==> src/rtl/seq_multiplier.sv <==
// seq_multiplier: unsigned WIDTH x WIDTH -> 2*WIDTH shift-add multiplier.
// One multiplier bit is consumed per cycle in CALC. The handshake is
// valid/ready on both sides: operands are taken only in IDLE, and the
// result is held in DONE until the consumer takes it.
//
// Optional feature: define MULT_EARLY_TERM_EN to leave CALC as soon as the
// remaining multiplier bits are all zero (b == 0 goes straight to DONE).
// Result values are identical with and without it; only latency changes.
module seq_multiplier #(
  parameter int WIDTH = 8
) (
  input  logic                 clk,
  input  logic                 rst_n,
  input  logic                 in_valid,
  output logic                 in_ready,
  input  logic [WIDTH-1:0]     a,
  input  logic [WIDTH-1:0]     b,
  output logic                 out_valid,
  input  logic                 out_ready,
  output logic [2*WIDTH-1:0]   product,
  output logic                 busy
);

  // Step counter must reach WIDTH-1; one spare value keeps the width safe.
  localparam int CW = $clog2(WIDTH + 1);

  typedef enum logic [1:0] {
    IDLE = 2'd0,
    CALC = 2'd1,
    DONE = 2'd2
  } state_t;

  state_t              state_reg;
  logic [2*WIDTH-1:0]  mcand_reg;   // multiplicand, shifted left each step
  logic [WIDTH-1:0]    mplier_reg;  // multiplier, shifted right each step
  logic [2*WIDTH-1:0]  acc_reg;     // running partial product
  logic [CW-1:0]       cnt_reg;     // number of steps already performed

  logic [2*WIDTH-1:0]  acc_next;
  logic [WIDTH-1:0]    mplier_next;
  logic                last_step;

  // One shift-add step, and whether this step is the final one.
  always_comb begin
    acc_next    = acc_reg + (mplier_reg[0] ? mcand_reg : '0);
    mplier_next = mplier_reg >> 1;
`ifdef MULT_EARLY_TERM_EN
    // No set bits remain after this step, so further steps add nothing.
    last_step   = (mplier_next == '0) || (cnt_reg == CW'(WIDTH - 1));
`else
    last_step   = (cnt_reg == CW'(WIDTH - 1));
`endif
  end

  // Control FSM with datapath registers and registered handshake outputs.
  always_ff @(posedge clk or negedge rst_n) begin
    if (!rst_n) begin
      state_reg  <= IDLE;
      mcand_reg  <= '0;
      mplier_reg <= '0;
      acc_reg    <= '0;
      cnt_reg    <= '0;
      product    <= '0;
      in_ready   <= 1'b1;
      out_valid  <= 1'b0;
      busy       <= 1'b0;
    end else begin
      case (state_reg)
        IDLE: begin
          if (in_valid) begin
            mcand_reg  <= {{WIDTH{1'b0}}, a};
            mplier_reg <= b;
            acc_reg    <= '0;
            cnt_reg    <= '0;
            // Clear the previous result so nothing stale shows while busy.
            product    <= '0;
            in_ready   <= 1'b0;
`ifdef MULT_EARLY_TERM_EN
            if (b == '0) begin
              // Product is trivially zero; skip CALC entirely.
              state_reg <= DONE;
              out_valid <= 1'b1;
              busy      <= 1'b0;
            end else begin
              state_reg <= CALC;
              busy      <= 1'b1;
            end
`else
            state_reg  <= CALC;
            busy       <= 1'b1;
`endif
          end
        end

        CALC: begin
          acc_reg    <= acc_next;
          mcand_reg  <= mcand_reg << 1;
          mplier_reg <= mplier_next;
          cnt_reg    <= cnt_reg + CW'(1);
          if (last_step) begin
            state_reg <= DONE;
            product   <= acc_next;
            out_valid <= 1'b1;
            busy      <= 1'b0;
          end
        end

        DONE: begin
          // Result holds until taken; in_ready rises only after leaving
          // DONE, so an accept can never coincide with this handoff.
          if (out_ready) begin
            state_reg <= IDLE;
            out_valid <= 1'b0;
            in_ready  <= 1'b1;
          end
        end

        default: begin
          state_reg <= IDLE;
          out_valid <= 1'b0;
          in_ready  <= 1'b1;
          busy      <= 1'b0;
        end
      endcase
    end
  end

endmodule

==> config.mk <==
export PLATFORM = sky130hd
export DESIGN_NAME = seq_multiplier
export DESIGN_NICKNAME = d
export VERILOG_FILES = /design/src/rtl/seq_multiplier.sv
export SDC_FILE = /design/constraint.sdc
export NUM_CORES = 1
export LEC_CHECK = 0
export BUFFER_PORTS_ARGS = -buffer_cell sky130_fd_sc_hd__buf_4
export CAP_MARGIN = 25
export CELL_PAD_IN_SITES_DETAIL_PLACEMENT = 1
export CELL_PAD_IN_SITES_GLOBAL_PLACEMENT = 2
export CORE_ASPECT_RATIO = 1.1
export CORE_MARGIN = 2
export CORE_UTILIZATION = 39
export CTS_CLUSTER_SIZE = 24
export DETAILED_ROUTE_END_ITERATION = 8
export PLACE_DENSITY = 0.93
export SLEW_MARGIN = 15
export SYNTH_ARGS = -nofsm -noshare
export SYNTH_HDL_FRONTEND = slang
export SYNTH_SLANG_ARGS = --single-unit
==> constraint.sdc <==
create_clock -name clk -period 5.92 [get_ports clk]
set_input_delay 1.184 -clock clk [delete_from_list [all_inputs] [get_ports clk]]
set_output_delay 1.184 -clock clk [all_outputs]
set_load 0.05 [all_outputs]
==> results of run 1 <==
==> layout make-up <==
| type | instances | area [um^2] |
|---|---|---|
| fill | 1046 | 4647 |
| multi-input combinational | 279 | 1714 |
| sequential | 65 | 1628 |
| timing repair buffer | 41 | 307.8 |
| tap | 114 | 142.6 |
| clock inverter | 7 | 141.4 |
| clock buffer | 9 | 123.9 |
| inverter | 9 | 33.78 |
==> stage by stage <==
stage / total power, W / setup slack [ps] / instances / utilization [%] / hold slack [ps]
4_1_cts: 0.002180 / 3091 / 524 / 46.82 / 495.4
6_report: 0.002157 / 3143 / 524 / 46.82 / 487.7
3_5_place_dp: 0.001660 / 2836 / 508 / 43.79 / 479.1
5_1_grt: 0.002317 / 2850 / 524 / 46.82 / 521.2
2_1_floorplan: 0.001401 / 3452 / 373 / - / 452.5
3_3_place_gp: 0.001623 / 2892 / 508 / 43.79 / 469.3
==> worst max-delay path by stage <==
stage          cells after the start                       to                      start
2_1_floorplan                     12  product[14]$_DFFE_PN0P_  mplier_reg[0]$_DFFE_PN0P_
3_3_place_gp                       6   product[1]$_DFFE_PN0P_                   in_valid
3_5_place_dp                       6   product[1]$_DFFE_PN0P_                   in_valid
4_1_cts                           11  product[14]$_DFFE_PN0P_  mplier_reg[0]$_DFFE_PN0P_
5_1_grt                           11  product[14]$_DFFE_PN0P_  mplier_reg[0]$_DFFE_PN0P_
6_report                          11  product[14]$_DFFE_PN0P_  mplier_reg[0]$_DFFE_PN0P_
==> worst register-to-register path, stage by stage, from the launching register on <==
cell and delay [ps]:
dfrtp_1 630, and2_1 200, ha_1 160, inv_1 50, fa_1 380, and2b_1 230
o21ai_1 90, o21ai_2 220, a31oi_2 150, o21ai_1 190, mux2i_1 250, o21ai_1 80
==> metal layers <==
| layer | wire length [um] | share of wire, % |
|---|---|---|
| met1 | 3961 | 47 |
| met3 | 284 | 3.4 |
| met4 | 117 | 1.4 |
| met5 | 0 | 0 |
| met2 | 3989 | 48 |
==> power breakdown <==
| group | leakage [nW] | total, W | internal, W | switching (W) |
|---|---|---|---|---|
| logic | 0.958 | 0.000874 | 0.000314 | 0.000560 |
| clock network | 0.130 | 0.000512 | 0.000323 | 0.000189 |
| registers | 0.854 | 0.000771 | 0.000613 | 0.000158 |
==> cell families after synthesis <==
logic type | Yosys count | share of synthesized area (%)
and+or+nand+nor | 129 | 17.53
AOI/OAI and AO/OA | 119 | 21.83
DFF | 65 | 47.02
buffers and inverters | 29 | 3.650
adders and majority gates | 17 | 6.361
xor gates and xnor gates | 12 | 3.036
muxes | 2 | 0.5783
==> layout by cell type, fill, tap and decap left out, types with 2 or more instances in the layout <==
cell | Yosys | routed
bufinv_16 | 0 | 4
mux2i_1 | 2 | 2
nor2b_1 | 20 | 19
inv_1 | 9 | 9
xor2_1 | 5 | 5
dfrtp_1 | 64 | 64
a21oi_1 | 26 | 26
o21ai_1 | 21 | 21
nand2b_1 | 3 | 3
clkbuf_8 | 0 | 9
a21o_1 | 3 | 3
o21ai_0 | 25 | 25
o21ai_2 | 4 | 4
nand2_1 | 67 | 67
and2_1 | 16 | 16
a22oi_1 | 14 | 14
nand3_1 | 4 | 4
nand4_1 | 2 | 2
nor2_1 | 12 | 12
ha_1 | 16 | 16
o21a_1 | 2 | 2
a22o_1 | 11 | 11
buf_4 | 0 | 41
xnor2_1 | 7 | 7
==> results.py, run 1 <==
metrics = {
    "die": {
        "ios": 39,
        "fp-row-count": 36,
        "dieArea_um2": 9648,
        "die_h_um": 102.8,
        "die_w_um": 93.84,
        "core_um2": 8738,
        "initial_core_util_pct": 39.62,
    },
    "synth": {
        "yosysSeqAreaShare_pct": 47.02,
        "synth_top_cell_area_share_pct": 46.26,
        "synth_area_um2": 3462,
        "ys_seq_elements": 65,
        "synthTopCellsByCount": "nand2_1, dfrtp_1, a21oi_1, o21ai_0, o21ai_1",
        "postSynthAreaPerCell_um2": 9.282,
        "syn_nets": 410,
        "yosysUniqueCellTypes": 45,
        "yosysWarnings": 0,
        "ys_async_sr_fraction_pct": 100.0,
        "synth_edf_count": 0,
        "synth_cells": 373,
        "synth_ff_type": "dfrtp_1",
        "synth.area.top_cells": "dfrtp_1, nand2_1, ha_1",
        "synth_area_leader_cell": "dfrtp_1",
        "synth.most_common_cell": "nand2_1",
    },
    "clock_tree": {
        "cts_resized": 0,
        "cts-buffers-inserted": 9,
        "cts_tree": "yes",
        "worstSkewPairLatency_ps": 350,
        "cts.sinks": 65,
        "cts_max_path_buffers": 2,
        "post-cts-setup-buffers": 0,
        "cts_hold_buf": 0,
        "clk_pin_slew_ps": 80,
        "htreeDepth": 3,
        "cts_root_buf": "clkbuf_8",
    },
    "global_route": {
        "grt_util_met1_pct": 25.80,
        "grt_overflow": 0,
        "track_usage_pct": 19.27,
        "grt_pass1_vias": 2871,
        "met3_usage_pct": 4.386,
        "grt_pass1_wl_um": 14510,
        "grt.met2_usage_pct": 30.99,
        "gr-max-usage-layer": "met2",
        "grt_max_degree": 66,
        "antenna_found_initial": 0,
    },
    "setup_path": {
        "worst_path_most_repeated_cell": "o21ai_1",
        "cp_max_fo": 18,
        "critical-path-slowest-cell": "dfrtp_1",
        "cp_num_buf_inv": 1,
        "path_class": "reg -> reg",
        "crit_family": "compound AO/OA/AOI/OAI gates",
        "reg2reg_slack_ps": 3140,
        "r2r-start": "mplier_reg[0]$_DFFE_PN0P_",
        "start_kind": "register",
        "cp.arrival_ps": 2990,
        "cp-end-kind": "register",
        "path_cells": "and2_1 > ha_1 > inv_1 > fa_1 > and2b_1 > o21ai_1 > o21ai_2 > a31oi_2 > o21ai_1 > mux2i_1 > o21ai_1",
        "slowest_delay_ps": 630,
        "worstPathRequired_ps": 6130,
        "r2r_end": "product[14]$_DFFE_PN0P_",
        "rr_worst_depth": 11,
    },
    "timing": {
        "setup_violations": 0,
        "max_slew_margin_pct": 40.59,
        "fin_setup_tns_ps": 0,
        "timing.final.hold_violations": 0,
        "tightestPinTransition_ps": 891.1,
        "rsz0062_at_grt": "no",
        "skew_ps": 8.103,
        "drv_slew": 0,
        "fmax_mhz": 360.1,
        "finalCritPeriodShare_pct": 46.91,
        "period_needed_ps": 2777,
    },
    "placement": {
        "hpwl_um": 5651,
        "dpl-instance-area_um2": 3826,
        "place_congestion": 0.7512,
        "portBuffers": 38,
    },
    "min_path": {
        "whs_endpoint": "product[2]$_DFFE_PN0P_",
        "hp-start": "product[2]$_DFFE_PN0P_",
        "holdPathStages": 2,
        "hp-class": "reg -> reg",
    },
    "drt": {
        "vias": 2786,
        "drt_iter0_drc": 98,
        "wl_um": 8353,
        "wl_per_cell_um": 15.94,
        "drtAntennaViolNets": 0,
        "viasPerCell": 5.317,
        "drc": 0,
        "drt-pass1-iter-count": 4,
    },
    "flow_run": {
        "drv_cap": 0,
    },
    "finish": {
        "insertedDiodeCount": 0,
        "fin_nets": 442,
        "drive_above_1_share_pct": 17.07,
        "fin_area_um2": 4091,
        "syn_to_final_growth_pct": 18.18,
    },
    "power_and_ir_drop": {
        "p_per_area_nw_per_um2": 527.2,
        "p_leak_nw": 1.943,
        "ir_drop_v": 0.0002400,
    },
    "run_status": {
        "status": "completed",
    },
}
(Power assumes the default switching activity.)
==> run 2, diff against run 1 <==
- ABC_AREA: unset -> 1
- CORE_UTILIZATION: 39 -> 34
- PLACE_DENSITY: 0.93 -> 0.88
- clock period: 5.92 -> 2.8 ns (I/O delays scaled with it)
==> run 2 against run 1 <==
Combinational power grew to 3.0 times the previous value. Via count increased by 13%. Clock skew barely moved. Clock-buffer cell count grew 4. Power up 150%. Worst setup slack got worse by 2600 ps. Wire length grew 12%. Core utilization decreased by 5.2 points. Maximum frequency rose by 22%. Synthesized area increased by 4.0%. Critical path type unchanged. Largest cell class is now registers. Largest power group unchanged.
==> results.py, run 2 <==
metrics = {
    "finish": {
        "syn_to_final_growth_pct": 19.46,
        "n_fill_cell": 1340,
        "drive_above_1_share_pct": 13.58,
        "register_area_um2": 1628,
        "insertedDiodeCount": 0,
        "layout_common_cells": "nand2_1, inv_1, dfrtp_1",
        "final_common_cell": "nand2_1",
        "multiInputGateArea_um2": 1605,
        "fin_nets": 555,
        "final_cells": 666,
        "fin_area_um2": 4302,
    },
    "setup_path": {
        "crit_family": "simple AND/OR/NAND/NOR gates",
        "path_class": "reg -> reg",
        "slowest_delay_ps": 650,
        "cp_num_buf_inv": 3,
        "r2r_end": "acc_reg[12]$_DFFE_PN0P_",
        "reg2reg_slack_ps": 520,
        "cp_max_fo": 17,
        "worstPathRequired_ps": 3030,
        "cp.arrival_ps": 2500,
        "cp-end-kind": "register",
        "rr_worst_depth": 13,
        "critical-path-slowest-cell": "dfrtp_1",
        "r2r-start": "mplier_reg[0]$_DFFE_PN0P_",
        "worst_path_most_repeated_cell": "nand3_1",
        "path_cells": "nand2_1 > inv_1 > ha_1 > inv_1 > fa_1 > inv_1 > nand3_1 > nand3_1 > nand3_1 > nand3_1 > nand2_1 > nand3_1 > nand2_1",
        "start_kind": "register",
    },
    "clock_tree": {
        "cts_tree": "yes",
        "htreeDepth": 3,
        "cts_hold_buf": 0,
        "post-cts-setup-buffers": 0,
        "cts_max_path_buffers": 2,
        "cts-buffers-inserted": 9,
        "cts.sinks": 65,
        "cts_root_buf": "clkbuf_16",
        "clk_pin_slew_ps": 60,
        "cts_resized": 0,
        "worstSkewPairLatency_ps": 330,
    },
    "synth": {
        "yosysSeqAreaShare_pct": 45.21,
        "synth.area.top_cells": "dfrtp_1, nand2_1, inv_1",
        "synth_cells": 478,
        "postSynthAreaPerCell_um2": 7.533,
        "synth_edf_count": 0,
        "yosys.area_share.simple_pct": 29.01,
        "synthXorXnorAreaFrac_pct": 0.2432,
        "ys_seq_elements": 65,
        "synth_mux_area_share_pct": 0.2780,
        "yosysUniqueCellTypes": 32,
        "synth_area_leader_cell": "dfrtp_1",
        "synth.most_common_cell": "nand2_1",
        "synth_ff_type": "dfrtp_1",
        "synth_top_cell_area_share_pct": 44.48,
        "yosysWarnings": 0,
        "synth_top_family_by_area": "simple AND/OR/NAND/NOR gates",
        "synthTopCellsByCount": "nand2_1, inv_1, dfrtp_1, nand3_1",
        "yosys.area_share.adder_pct": 6.115,
        "ys_async_sr_fraction_pct": 100.0,
        "syn_nets": 515,
        "synth_compound_area_share_pct": 8.930,
        "synth_area_um2": 3601,
    },
    "timing": {
        "rsz0062_at_grt": "no",
        "fmax_mhz": 438.7,
        "setup_slack_ps": 520.6,
        "fin_setup_tns_ps": 0,
        "drv_slew": 0,
        "max_slew_margin_pct": 42.75,
        "skew_ps": 7.997,
        "setup_violations": 0,
        "tightestPinTransition_ps": 858.7,
        "timing.final.hold_violations": 0,
        "finalCritPeriodShare_pct": 81.41,
        "period_needed_ps": 2279,
    },
    "drt": {
        "drc": 0,
        "viasPerCell": 4.721,
        "wl_per_cell_um": 14.09,
        "vias": 3144,
        "drt-pass1-iter-count": 4,
        "drt_iter0_drc": 143,
        "wl_um": 9383,
        "drtAntennaViolNets": 0,
    },
    "die": {
        "core_um2": 10340,
        "fp-row-count": 39,
        "die_h_um": 111.9,
        "die_w_um": 102.1,
        "ios": 39,
        "dieArea_um2": 11430,
        "initial_core_util_pct": 34.81,
    },
    "global_route": {
        "grt_overflow": 0,
        "grt_max_degree": 66,
        "antenna_found_initial": 0,
        "track_usage_pct": 18.51,
        "grt_pass1_wl_um": 16370,
        "grt_pass1_vias": 3447,
    },
    "power_and_ir_drop": {
        "ir_drop_v": 0.0007315,
        "p_leak_nw": 2.418,
        "p_per_area_nw_per_um2": 1248,
        "power_w": 0.005369,
    },
    "placement": {
        "place_congestion": 0.7935,
        "hpwl_um": 6929,
        "dpl-instance-area_um2": 4024,
        "portBuffers": 38,
        "pre_cts_ws_ps": 516.9,
        "place_inst": 650,
    },
    "flow_run": {
        "drv_cap": 0,
    },
    "run_status": {
        "status": "completed",
    },
    "min_path": {
        "hp-class": "in -> async",
    },
}
-- run 2: per-stage QoR --
stage                     hold WS [ps]  utilization [%]
after floorplan                  264.4                -
after global placement           458.7            38.90
after detailed placement         456.3            38.90
after CTS                        381.1            41.58
after global routing             408.9            41.58
final                            331.8            41.58
-- run 2: layout make-up --
type                            count  share of cell area, %
Clock buffer                       13                  6.050
Clock inverter                      3                 0.4072
Inverter                           77                  6.719
Multi-Input combinational cell    322                  37.32
Sequential cell                    65                  37.84
Tap cell                          143                  4.159
Timing Repair Buffer               43                  7.504
-- run 2: worst max path at each step --
| stage | depth (start not counted) | slack [ps] | start | end |
|---|---|---|---|---|
| global placement | 13 | 640 | mplier_reg[0]$_DFFE_PN0P_ | product[12]$_DFFE_PN0P_ |
| CTS | 13 | 490 | mplier_reg[0]$_DFFE_PN0P_ | acc_reg[12]$_DFFE_PN0P_ |
| detailed placement | 13 | 520 | mplier_reg[0]$_DFFE_PN0P_ | acc_reg[12]$_DFFE_PN0P_ |
| floorplan | 15 | 630 | mplier_reg[0]$_DFFE_PN0P_ | product[8]$_DFFE_PN0P_ |
| global route | 13 | 230 | mplier_reg[0]$_DFFE_PN0P_ | acc_reg[12]$_DFFE_PN0P_ |
| finish | 13 | 520 | mplier_reg[0]$_DFFE_PN0P_ | acc_reg[12]$_DFFE_PN0P_ |
-- run 2: per-layer routing --
metal / vias to the layer above / track usage, % / routed length (um)
li1: 1579 / - / -
met5: - / 0 / 0
met2: 39 / 31.54 / 4739
met3: 8 / 4.018 / 251
met1: 1518 / 23.13 / 4276
met4: 0 / 5.956 / 116
-- run 2: cell families (layout without fill, tap and decap cells) --
| group | Yosys count | count (layout) |
|---|---|---|
| xor+xnor | 1 | 1 |
| simple gates | 249 | 249 |
| flops | 65 | 65 |
| buf+inv | 91 | 136 |
| fa+ha+maj | 17 | 17 |
| mux | 1 | 1 |
| compound gates | 54 | 54 |
-- run 2: power by group --
| part | total (W) | switching [W] | internal [W] | leakage, nW |
|---|---|---|---|---|
| logic | 0.00266 | 0.00179 | 0.000869 | 1.45 |
| clock network | 0.00107 | 0.000421 | 0.000645 | 0.136 |
| registers | 0.00164 | 0.000282 | 0.00136 | 0.831 |
| total | 0.00537 | 0.00249 | 0.00288 | 2.42 |
==> run 3, diff against run 2 <==
- clock period: 2.8 -> 2.2 ns (I/O delays scaled with it)
==> run 3 against run 2 <==
Register-to-register slack worse by 380 ps. Worst setup slack got worse by 380 ps. Die area unchanged. Global-route usage decreased by 0.070 points. Hold slack lost 260 ps. Maximum frequency increased by 11%. Critical path depth stayed put. Sequential power is 27% higher. Clock skew down 2.2 ps. Wire length is 4.3% higher. Final cell count is 0.30% higher. Core utilization increased by 1.2 points. Critical path type unchanged.
==> results.py, run 3 (synthesis gave the netlist of run 2 again) <==
metrics = {
    "die": {
        "fp-row-count": 39,
        "dieArea_um2": 11430,
        "initial_core_util_pct": 34.81,
        "core_um2": 10340,
        "die_h_um": 111.9,
        "die_w_um": 102.1,
        "ios": 39,
    },
    "clock_tree": {
        "cts-buffers-inserted": 9,
        "htreeDepth": 3,
        "cts.sinks": 65,
        "cts_hold_buf": 0,
        "worstSkewPairLatency_ps": 330,
        "cts_max_path_buffers": 2,
        "cts_tree": "yes",
        "cts_root_buf": "clkbuf_16",
        "clk_pin_slew_ps": 60,
        "post-cts-setup-buffers": 0,
    },
    "drt": {
        "drt-pass1-iter-count": 4,
        "drt_iter0_drc": 74,
        "wl_per_cell_um": 14.66,
        "drtAntennaViolNets": 0,
        "drc": 0,
        "vias": 3172,
        "wl_um": 9790,
        "viasPerCell": 4.749,
    },
    "timing": {
        "drv_slew": 0,
        "rsz0062_at_grt": "yes",
        "setup_violations": 0,
        "tightestPinTransition_ps": 488.6,
        "skew_ps": 5.765,
        "hold_slack_ps": 76.22,
        "finalCritPeriodShare_pct": 93.47,
        "max_slew_margin_pct": 67.43,
        "setup_slack_ps": 143.7,
        "period_needed_ps": 2056,
        "fin_setup_tns_ps": 0,
        "timing.final.hold_violations": 0,
        "fmax_mhz": 486.3,
    },
    "finish": {
        "syn_to_final_growth_pct": 22.90,
        "fin_nets": 557,
        "fin_area_um2": 4425,
        "insertedDiodeCount": 0,
        "drive_above_1_share_pct": 16.57,
        "n_fill_cell": 1299,
        "layout_common_cells": "nand2_1, inv_1, dfrtp_1",
        "final_common_cell": "nand2_1",
    },
    "power_and_ir_drop": {
        "power_w": 0.007120,
        "ir_drop_v": 0.0008522,
        "p_per_area_nw_per_um2": 1609,
        "swShare_pct": 45.69,
        "seqPwrFrac_pct": 29.2,
        "internal-power_w": 0.003867,
        "pwr-share-comb_pct": 50.1,
        "power.net_switching_w": 0.003253,
        "p_leak_nw": 2.456,
        "pwr-share-clk_pct": 20.7,
    },
    "global_route": {
        "track_usage_pct": 18.44,
        "grt_overflow": 0,
        "antenna_found_initial": 0,
        "grt_max_degree": 37,
        "grt_pass1_vias": 3386,
        "grt_pass1_wl_um": 16260,
    },
    "placement": {
        "pre_cts_ws_ps": 74.49,
        "dpl-instance-area_um2": 4076,
        "portBuffers": 38,
        "hpwl_um": 7010,
        "place_congestion": 0.8019,
    },
    "flow_run": {
        "drv_cap": 0,
    },
    "setup_path": {
        "cp-end-kind": "register",
        "cp.arrival_ps": 2250,
        "start_kind": "register",
        "path_class": "reg -> reg",
        "cp_max_fo": 14,
        "worstPathRequired_ps": 2400,
    },
    "min_path": {
        "hp-class": "in -> async",
    },
    "run_status": {
        "status": "completed",
    },
}
[run 3: changes by cell type in the layout (fill, tap and decap cells not counted), moves of 3 or more]
cell / change
ha_1: -3
ha_2: +3
nand2_2: +5
nand2_1: -5
buf_12: +3
[run 3: path summary, 6_finish.rpt]
check                                          startpoint                         to  slack (ps)  cells after the start
worst max-delay path            mplier_reg[0]$_DFFE_PN0P_    acc_reg[15]$_DFFE_PN0P_         140                     13
worst min-delay path                                rst_n   state_reg[1]$_DFFE_PN0P_          80                      1
worst max register to register  mplier_reg[0]$_DFFE_PN0P_    acc_reg[15]$_DFFE_PN0P_         140                     13
worst min register to register       in_ready$_DFFE_PN1P_       in_ready$_DFFE_PN1P_         480                      2
max in group asynchronous                           rst_n  mplier_reg[0]$_DFFE_PN0P_        1580                      2
min in group clk                                     a[0]   mcand_reg[0]$_DFFE_PN0P_         320                      3
[run 3: cell type report]
cell class / count / area (um^2) / share of cell area [%]
clock buffers: 12 / 256.5 / 5.796
clock inverters: 4 / 51.30 / 1.159
inverters: 77 / 289.0 / 6.531
multi-input cells: 322 / 1645 / 37.18
flip-flops and latches: 65 / 1629 / 36.81
well taps: 143 / 178.9 / 4.043
repair buffers: 45 / 375.4 / 8.482
[run 3: critical path, stage by stage (launching register included)]
cell	delay [ps]
dfrtp_2	450
buf_12	160
nand2_1	60
inv_1	40
ha_2	360
nand2_1	100
nor2_1	120
nand3_1	90
nand2_2	120
nand2_1	80
nand2_1	60
nand2_1	70
nand3_1	120
o21ai_0	100
[run 3: power groups by stage]
stage	sequential [W]	clock (W)	combinational, W
CTS	0.00208	0.00150	0.00357
detailed placement	0.00209	0	0.00350
global placement	0.00207	0	0.00341
floorplan	0.00246	0	0.00208
global route	0.00215	0.00156	0.00399
finish	0.00208	0.00148	0.00357
[run 3: metrics by stage]
stage | util, % | cells
after floorplan | - | 478
after global placement | 39.40 | 652
after detailed placement | 39.40 | 652
after CTS | 42.38 | 668
after global routing | 42.78 | 668
final | 42.78 | 668
[run 3: repair_timing]
action,4_1_cts,5_1_grt
resized for setup,0,14
setup endpoints to repair,0,25
endpoints found under the hold margin,0,0
[run 3: layer usage]
layer,vias to the layer above,GRT usage [%],share of wire [%]
met1,1549,22.54,43
met4,0,5.689,1.3
met2,33,32.59,53
met5,-,0,0
li1,1580,-,-
met3,10,3.327,2.2
